===== src/rtl/pcs_tx_ordered_set_ctrl.sv =====
// Clause 36 PCS transmit sequencer: picks the octet and K/D flag handed to the
// 8b/10b encoder each cycle. It covers idles, config sets, and the packet
// framing /S/ data /V/ /T/ /R/, and keeps every ordered set on an even slot.
module pcs_tx_ordered_set_ctrl #(
  parameter bit EXTRA_R_ALIGN = 1'b1,
  parameter int LINK_TMR_W    = 0
) (
  input  logic        clk,
  input  logic        rst_n,
  input  logic [1:0]  xmit,
  input  logic [15:0] tx_config_reg,
  input  logic        tx_en,
  input  logic        tx_er,
  input  logic [7:0]  txd,
  input  logic        enc_disparity,
  input  logic        enc_error,
  output logic        enc_enable,
  output logic [7:0]  enc_data,
  output logic        enc_is_control,
  output logic        tx_even,
  output logic        sop_deferred,
  output logic        enc_err_sticky
);

  // This block has no link timers; the width is kept only for interface compatibility.
  if (LINK_TMR_W != 0) begin : g_tmr_reserved
  end

  localparam logic [7:0] K28_5 = 8'hBC, K27_7 = 8'hFB, K29_7 = 8'hFD;
  localparam logic [7:0] K23_7 = 8'hF7, K30_7 = 8'hFE;
  localparam logic [7:0] D21_5 = 8'hB5, D2_2  = 8'h42, D5_6  = 8'hC5, D16_2 = 8'h50;

  // The state names the group emitted on the next edge. /T/ is emitted on the
  // exit transition of DATA, so no separate /T/ state is needed.
  typedef enum logic [3:0] {
    IDLE_K, IDLE_D, CFG_K, CFG_D, CFG_LO, CFG_HI, SOP, DATA, EOP_R, EOP_R2
  } state_t;

  state_t      state, nstate;
  logic        mode_data, nmode_data;   // latched xmit==DATA, updated only at set boundaries
  logic        c2, nc2;                 // next config set is /C2/
  logic [15:0] cfg_q;
  logic        cfg_ld;
  logic        en_q, er_q;
  logic [7:0]  d_q;
  logic        slot_even;               // parity of the slot being filled on the next edge
  logic [7:0]  g_data;
  logic        g_k, g_sop, bnd;

  // Next group, next state; bnd marks the end of an ordered set, where xmit is resampled.
  always_comb begin
    nstate     = state;
    nmode_data = mode_data;
    nc2        = c2;
    cfg_ld     = 1'b0;
    g_data     = K28_5;
    g_k        = 1'b1;
    g_sop      = 1'b0;
    bnd        = 1'b0;
    case (state)
      IDLE_K: begin
        if (mode_data && en_q) begin
          g_data = K27_7;
          nstate = DATA;
        end else begin
          nstate = IDLE_D;
        end
      end
      IDLE_D: begin
        g_k    = 1'b0;
        g_data = enc_disparity ? D5_6 : D16_2;
        if (mode_data && en_q) nstate = SOP;   // late start: this octet is dropped
        else                   bnd    = 1'b1;
      end
      CFG_K: begin
        cfg_ld = 1'b1;
        nstate = CFG_D;
      end
      CFG_D: begin
        g_k    = 1'b0;
        g_data = c2 ? D2_2 : D21_5;
        nstate = CFG_LO;
      end
      CFG_LO: begin
        g_k    = 1'b0;
        g_data = cfg_q[7:0];
        nstate = CFG_HI;
      end
      CFG_HI: begin
        g_k    = 1'b0;
        g_data = cfg_q[15:8];
        nc2    = ~c2;
        bnd    = 1'b1;
      end
      SOP: begin
        g_data = K27_7;
        g_sop  = 1'b1;
        nstate = DATA;
      end
      DATA: begin
        if (!en_q) begin
          g_data = K29_7;
          nstate = EOP_R;
        end else if (er_q) begin
          g_data = K30_7;
        end else begin
          g_k    = 1'b0;
          g_data = d_q;
        end
      end
      EOP_R: begin
        g_data = K23_7;
        // Carrier extension keeps /R/ going; otherwise pad to an odd last /R/.
        if (!(er_q && !en_q)) begin
          if (slot_even && EXTRA_R_ALIGN) nstate = EOP_R2;
          else                            bnd    = 1'b1;
        end
      end
      EOP_R2: begin
        g_data = K23_7;
        bnd    = 1'b1;
      end
      default: nstate = IDLE_K;
    endcase
    if (bnd) begin
      nstate     = (xmit == 2'b01) ? CFG_K : IDLE_K;
      nmode_data = (xmit == 2'b10);
      if (xmit != 2'b01) nc2 = 1'b0;
    end
  end

  // Input capture, FSM state and registered encoder-side outputs.
  always_ff @(posedge clk or negedge rst_n) begin
    if (!rst_n) begin
      state          <= IDLE_K;
      mode_data      <= 1'b0;
      c2             <= 1'b0;
      cfg_q          <= '0;
      en_q           <= 1'b0;
      er_q           <= 1'b0;
      d_q            <= '0;
      slot_even      <= 1'b1;
      enc_enable     <= 1'b0;
      enc_data       <= '0;
      enc_is_control <= 1'b0;
      tx_even        <= 1'b0;
      sop_deferred   <= 1'b0;
      enc_err_sticky <= 1'b0;
    end else begin
      state          <= nstate;
      mode_data      <= nmode_data;
      c2             <= nc2;
      if (cfg_ld) cfg_q <= tx_config_reg;
      en_q           <= tx_en;
      er_q           <= tx_er;
      d_q            <= txd;
      slot_even      <= ~slot_even;
      enc_enable     <= 1'b1;
      enc_data       <= g_data;
      enc_is_control <= g_k;
      tx_even        <= slot_even;
      sop_deferred   <= g_sop;
      enc_err_sticky <= enc_err_sticky | (enc_error & enc_enable);
    end
  end

endmodule

===== config.mk =====
export PLATFORM = sky130hd
export DESIGN_NAME = pcs_tx_ordered_set_ctrl
export DESIGN_NICKNAME = d
export VERILOG_FILES = /design/src/rtl/pcs_tx_ordered_set_ctrl.sv
export SDC_FILE = /design/constraint.sdc
export NUM_CORES = 1
export LEC_CHECK = 0
export ABC_AREA = 1
export CAP_MARGIN = 15
export CORE_ASPECT_RATIO = 1.4
export CORE_MARGIN = 4
export CORE_UTILIZATION = 33
export CTS_BUF_LIST = sky130_fd_sc_hd__clkbuf_16
export CTS_CLUSTER_DIAMETER = 120
export DETAILED_ROUTE_END_ITERATION = 6
export PLACE_DENSITY = 0.65
export SYNTH_ARGS = -nofsm -noshare
export SYNTH_HDL_FRONTEND = slang
export SYNTH_SLANG_ARGS = --single-unit

===== constraint.sdc =====
create_clock -name clk -period 3.6 [get_ports clk]
set_input_delay 0.54 -clock clk [delete_from_list [all_inputs] [get_ports clk]]
set_output_delay 0.54 -clock clk [all_outputs]
set_load 0.01 [all_outputs]

==> metrics.md, run 1 <==
| Metric | Value |
|---|---|
| Initial antenna violation count | `0` |
| Fin. Hold Viols | `0` |
| Final setup violation count | `0` |
| CTS tree | `yes` |
| Startpoint types | `flop` |
| Worst Skew | `around 4.2 ps` |
| Core ar. | `just under 6000 um2` |
| CTS HTree Levels | `2` |
| Starting Density | `34.19%` |
| Ratio of cells with drive above 1 in the final layout | `a little under an eighth` |
| Placed insts | `~330` |
| Worst-skew pair later-pin latency | `290 ps` |
| Critical Path RT | `about 3100 ps` |
| Layout Area Growth over Synthesis | `34.83%` |
| DRC errors left | `0` |
| Worst min path class | `in -> async` |
| Final instance area | `2703 um2` |
| Syn Area/Cell | `roughly 9.5 um2` |
| Synth top cells by count | `64 x nand2_1, 45 x dfrtp_1, 27 x nor2_1, 11 x inv_1, 11 x mux2_2` |
| Final ANT Viol Nets | `0` |
| FF+latch count, synth | `between 40 and 50` |
| Routed WL per cell | `roughly 14 um` |
| First-pass detailed-route iteration total | `4` |
| RSZ-0062 raised after global routing | `no` |
| Run status | `finished, final reports clean` |
| Cell Count, Final, Fillers Out | `between 300 and 400` |
| Worst-path clk slew | `approximately 60 ps` |
| Post-synth EDFFs | `0` |
| Critical Path, Cell by Cell | `clkdlybuf4s50_1` |
| Chip width | `between 70 and 80 um` |
| Arrival time of the worst setup path | `between 1000 and 1500 ps` |
| Max Cap Violations | `0` |
| Most numerous cell in the Yosys netlist | `nand2_1` |
| Rows | `33` |
| Synth top area cells | `dfrtp_1 56%, nand2_1 12%, mux2_2 6.2%` |
| Reg2Reg Setup Slack | `~2200 ps` |
| Diodes inserted | `0` |
| Synth Flop Type | `dfrtp_1` |
| Slew Limit Fails | `0` |
| Minimum clock period | `roughly 1700 ps` |
| P_leak | `between 1 and 1.5 nW` |
| Vias per cell | `around 4.6` |
| Largest net degree at the start of global routing | `47` |
| Final HPWL DP | `approximately 3400 um` |
| Tcrit/Tclk final | `a little under half` |
| Crit path kind | `reg -> out` |
| CP max stage delay | `about 540 ps` |
| Vias | `between 1,500 and 2,000` |
| Syn Inst Count | `approximately 210` |
| Nets | `295` |
| Hold Buf Count CTS | `0` |
| Routability cong. | `0.8598` |
| FMAX | `between 500 and 600 MHz` |
| Post-CTS Setup Bufs | `0` |
| Filler cell count | `570` |
| Setup TNS | `0 ps` |
| CP Capture Type | `output pin` |
| Chip height | `between 100 and 150 um` |
| Post-synth ARST share | `100.0%` |
| I/O pin count | `45` |
| Clock sinks | `46` |
| Die area | `about 7400 um2` |
| Crit-path leading delay family | `buffers and inverters` |
| Post-synth top area cell | `dfrtp_1` |
| Share of the synthesized area in the top cell type | `approximately 56%` |
| Buffers & Inverters on Critical Path | `1` |
| First-pass GRT wire length | `approximately 7700 um` |
| Synth unique cells | `23` |
| Final WL | `roughly 4600 um` |
| CTS max path bufs | `2` |
| Mapped Nets | `around 240` |
| Initial DRC Count | `43` |
| Post-layout util | `between 40% and 50%` |
| Cts bufs inserted | `5` |
| Crit-path slowest cell | `clkdlybuf4s50_1` |
| Post-Syn Area | `approximately 2000 um2` |
| Seq/Total Area, Yosys | `57.49%` |
| Post-cts sizing count | `0` |
| Root Buffer | `clkbuf_16` |
| Pwr dens | `815.7 nW/um2` |
| I/O Buffers | `44` |
| Synth warn | `0` |
| Global Route Usage Sum | `13.87%` |
| Vias in the first global route | `around 1,700` |
| Placed cell area | `about 2500 um2` |
| Grt total ovfl | `0` |
| Hold Slack | `72.92 ps` |
| VDD IR max | `about 0.38 mV` |
| Crit path max fanout | `1` |
-- path summary, 6_finish.rpt --
| kind | start | end | depth (start not counted) |
|---|---|---|---|
| setup reg to reg | state[3]$_DFFE_PN0P_ | enc_data[6]$_DFF_PN0_ | 7 |
| setup / recovery | enc_data[0]$_DFF_PN0_ | enc_data[0] | 1 |
| hold reg to reg | slot_even$_DFF_PN1_ | tx_even$_DFF_PN0_ | 0 |
| max in group asynchronous | rst_n | slot_even$_DFF_PN1_ | 2 |
| hold / removal | rst_n | state[3]$_DFFE_PN0P_ | 1 |
| min in group clk | slot_even$_DFF_PN1_ | tx_even$_DFF_PN0_ | 0 |
-- layer usage --
layer	vias to the layer above	track usage [%]	routed length, um
met4	0	7.810	146
met2	33	24.86	2440
met5	-	0	0
met3	10	3.206	186
met1	724	14.36	1788
li1	781	-	-
-- where the power goes --
part           switching, mW  internal (mW)  total, mW
registers              0.105          0.705      0.810
logic                  0.485          0.392      0.877
clock network          0.192          0.325      0.517
-- placed cells by master, fill, tap and decap left out, types with 2 or more instances in the layout --
master / instances
nor3_1: 2
mux2_2: 11
nand3b_1: 3
nor2_2: 3
clkdlybuf4s50_1: 43
nand4_1: 2
mux2_1: 5
o21ai_0: 8
nand2_4: 2
nor2_1: 27
a21oi_1: 7
dfrtp_1: 45
inv_1: 12
nand2_1: 64
nand3_1: 10
clkbuf_16: 5
inv_2: 3
nor2_4: 2
-- area by class of cell --
cell class	instances	area, um2	area share, %
clock buffers	5	125.1	4.630
clock inverters	3	41.29	1.528
inverters	14	52.55	1.944
multi-input cells	151	788.3	29.17
flip-flops and latches	46	1152	42.64
well taps	70	87.58	3.241
repair buffers	45	455.4	16.85
-- cells by family (layout without fill, tap and decap cells) --
kind of cell | count (synthesis) | after routing | synth area share (%)
buffers and inverters | 15 | 67 | 3.183
flip-flops | 46 | 46 | 57.49
multiplexers | 16 | 16 | 8.989
XOR/XNOR | 1 | 1 | 0.4370
other | 1 | 1 | 0.1871
AO/OA/AOI/OAI | 18 | 18 | 4.744
AND/OR/NAND/NOR | 115 | 115 | 24.97
-- stage by stage --
step           setup slack, ps  power, mW
4_1_cts                   1875      2.221
6_report                  1877      2.204
2_1_floorplan             2289      1.389
3_5_place_dp              2078      1.698
5_1_grt                   1839      2.371
3_3_place_gp              2113      1.688
-- flip-flops by register name, indices dropped and copies added (netlist names) --
signal,cells
enc_is_control,1
c2,1
cfg_q,16
enc_data,8
enc_enable,1
state,4
slot_even,1
mode_data,1
er_q,1
enc_err_sticky,1
en_q,1
sop_deferred,1
tx_even,1
d_q,8
Power figures use the tool's default switching activity.
==> run 2: changes to the inputs <==
Settings changed: PLACE_DENSITY 0.65 to 0.67.
Clock period 3.6 ns to 1.56 ns, I/O delays scaled along.
==> run 2 against run 1 <==
Die area stayed put. Total power is 120% higher. Register-to-register slack worse by 2000 ps. Cell count is 0.60% higher. Critical endpoint is now cfg_q[14]$_DFFE_PN0P_. Hold slack better by 310 ps. Critical path depth is 2 higher.
==> metrics.md, run 2 (synthesis gave the netlist of run 1 again) <==
| Metric | Value |
|---|---|
| Worst Skew | `4.914 ps (+0.7320 ps)` |
| Critical Path, Cell by Cell | `nor2_4 > nand2_4 > mux2_1` |
| Root Buffer | `clkbuf_16` |
| P_leak | `1.292 nW (about the same)` |
| RSZ-0062 raised after global routing | `no` |
| Fin. Hold Viols | `0 (unchanged)` |
| RR Startpoint | `state[2]$_DFFE_PN0P_` |
| Nets | `297 (+0.68%)` |
| Reg-to-Reg End | `cfg_q[14]$_DFFE_PN0P_` |
| Worst min path class | `in -> reg` |
| Chip width | `73.87 um (unchanged)` |
| Placed insts | `327 (+0.62%)` |
| Global Route Usage Sum | `13.46% (-0.40 points)` |
| Core ar. | `5863 um2 (unchanged)` |
| Hold Slack | `382.1 ps (+309.2 ps)` |
| Commonest non-fill, non-tap cell in the layout | `nand2_1` |
| Routability cong. | `0.9623 (+12%)` |
| Final setup violation count | `0 (unchanged)` |
| Die area | `7402 um2 (unchanged)` |
| Worst-skew pair later-pin latency | `290 ps (about the same)` |
| Critical Path RT | `1730 ps (-1330 ps)` |
| Slew Limit Fails | `0 (unchanged)` |
| Clock sinks | `46 (unchanged)` |
| Starting Density | `34.19% (unchanged)` |
| Largest net degree at the start of global routing | `47 (unchanged)` |
| Cts bufs inserted | `5 (unchanged)` |
| Post-layout util | `46.12% (about the same)` |
| Startpoint types | `flop` |
| CTS HTree Levels | `2 (unchanged)` |
| Max Cap Violations | `0 (unchanged)` |
| Largest registers | `cfg_q x16, d_q x8, enc_data x8` |
| Leading cell types in the layout, fill and taps excluded | `64 x nand2_1, 43 x dfrtp_1, 43 x clkdlybuf4s50_1` |
| DRC errors left | `0 (unchanged)` |
| Diodes inserted | `0 (unchanged)` |
| Initial antenna violation count | `0 (unchanged)` |
| Switching Fraction | `36.45% (+0.95 points)` |
| Vias per cell | `4.813 (+3.8%)` |
| Hold depth | `1` |
| Placed cell area | `2544 um2 (+1.1%)` |
| Reg2Reg Setup Slack | `130 ps (-2020 ps)` |
| WL met1 | `1811 um (+1.3%)` |
| Crit path kind | `reg -> reg` |
| Vias in the first global route | `1,611 (-4.9%)` |
| Minimum clock period | `approximately 1400 ps` |
| Hold path start | `txd[3]` |
| Arrival time of the worst setup path | `1600 ps (+420 ps)` |
| Layout Area Growth over Synthesis | `34.89% (about the same)` |
| CTS max path bufs | `2 (unchanged)` |
| Biggest register | `cfg_q` |
| Final ANT Viol Nets | `0 (unchanged)` |
| Gate power share | `41.0% (+1.2 points)` |
| Worst-path clk slew | `60 ps (about the same)` |
| I/O pin count | `45 (unchanged)` |
| Final instance area | `2704 um2 (about the same)` |
| Flop pwr share | `38.3% (+1.5 points)` |
| FMAX | `roughly 700 MHz` |
| Max Used Layer | `met4` |
| Area of the multi-input gates | `793.3 um2 (+0.63%)` |
| Tcrit/Tclk final | `just over 90%` |
| Chip height | `100.2 um (unchanged)` |
| Initial DRC Count | `94 (+120%)` |
| Final HPWL DP | `3384 um (+0.59%)` |
| Pwr dens | `1829 nW/um2 (+120%)` |
| CTS tree | `yes` |
| Metal2 WL | `2340 um (-4.1%)` |
| Int Pwr | `3.142 mW (+120%)` |
| Setup TNS | `0 ps (unchanged)` |
| Crit path max fanout | `16 (+15)` |
| VDD IR max | `0.7526 mV (+98%)` |
| Filler cell count | `554 (-2.8%)` |
| First-pass detailed-route iteration total | `7 (+3)` |
| CP Capture Type | `flop` |
| Clock power frac | `20.7% (-2.8 points)` |
| Grt total ovfl | `0 (unchanged)` |
| Final WL | `4553 um (-0.18%)` |
| Max reg flops | `16 (unchanged)` |
| First-pass GRT wire length | `7610 um (-0.81%)` |
| Register area | `1155 um2 (+0.22%)` |
| I/O Buffers | `44 (unchanged)` |
| Hold EP | `d_q[3]$_DFF_PN0_` |
| Post-CTS Setup Bufs | `0 (unchanged)` |
| Routed WL per cell | `13.55 um (-0.77%)` |
| CP max stage delay | `480 ps (-60 ps)` |
| Ratio of cells with drive above 1 in the final layout | `13.53% (+1.8 points)` |
| Run status | `finished, final reports clean` |
| Cell Count, Final, Fillers Out | `336 (+0.60%)` |
| Vias | `1,617 (+4.5%)` |
| Rows | `33 (unchanged)` |
| R2R cell count | `3 (-4)` |
| DR WL met3 | `261 um (+40%)` |
| Sw power | `1.802 mW (+130%)` |
| Crit-path slowest cell | `dfrtp_1` |
==> run 2: what timing repair did <==
item	in CTS	in global routing
setup endpoints to repair	0	1
hold buffers	1	0
hold endpoints to repair	45	0
gates resized for setup	0	4
==> run 2: critical path: cells and delay by family, from the launching register on <==
kind | cells | cell delay, ps
DFF | 1 | 480
and+or+nand+nor | 2 | 460
muxes | 1 | 360
==> run 2: final cells by class <==
type | instances | area share, %
Clock buffer | 5 | 4.627
Clock inverter | 3 | 0.6478
Inverter | 14 | 1.944
Multi-Input combinational cell | 151 | 29.34
Sequential cell | 46 | 42.71
Tap cell | 70 | 3.239
Timing Repair Buffer | 47 | 17.49
==> run 2: stage by stage <==
step | setup slack, ps | power (mW)
after floorplan | 249.5 | 3.206
after global placement | 172.5 | 3.892
after global routing | 42.20 | 5.305
final | 127.3 | 4.944
after detailed placement | 123.2 | 3.920
after CTS | 105.2 | 4.958
==> run 2: worst max path at each step <==
stage | from | end | slack (ps) | depth (start not counted)
after global placement | state[0]$_DFFE_PN0P_ | c2$_DFF_PN0_ | 170 | 7
after CTS | state[0]$_DFFE_PN0P_ | c2$_DFF_PN0_ | 110 | 7
after global routing | state[0]$_DFFE_PN0P_ | cfg_q[14]$_DFFE_PN0P_ | 40 | 5
after detailed placement | state[0]$_DFFE_PN0P_ | c2$_DFF_PN0_ | 120 | 7
final | state[2]$_DFFE_PN0P_ | cfg_q[14]$_DFFE_PN0P_ | 130 | 3
after floorplan | state[3]$_DFFE_PN0P_ | cfg_q[12]$_DFFE_PN0P_ | 250 | 4
==> run 2: routing by layer <==
layer | vias up | track usage, %
li1 | 790 | -
met1 | 750 | 16.17
met2 | 64 | 22.61
met3 | 13 | 2.505
met4 | 0 | 6.695
met5 | - | 0
==> run 2: power by group through the flow <==
stage / Clock (mW) / Sequential [mW] / Combinational, mW
after global placement: 0 / 1.90 / 1.99
after CTS: 1.05 / 1.89 / 2.02
after floorplan: 0 / 1.89 / 1.31
final: 1.02 / 1.90 / 2.03
after global routing: 1.09 / 1.95 / 2.27
after detailed placement: 0 / 1.91 / 2.01
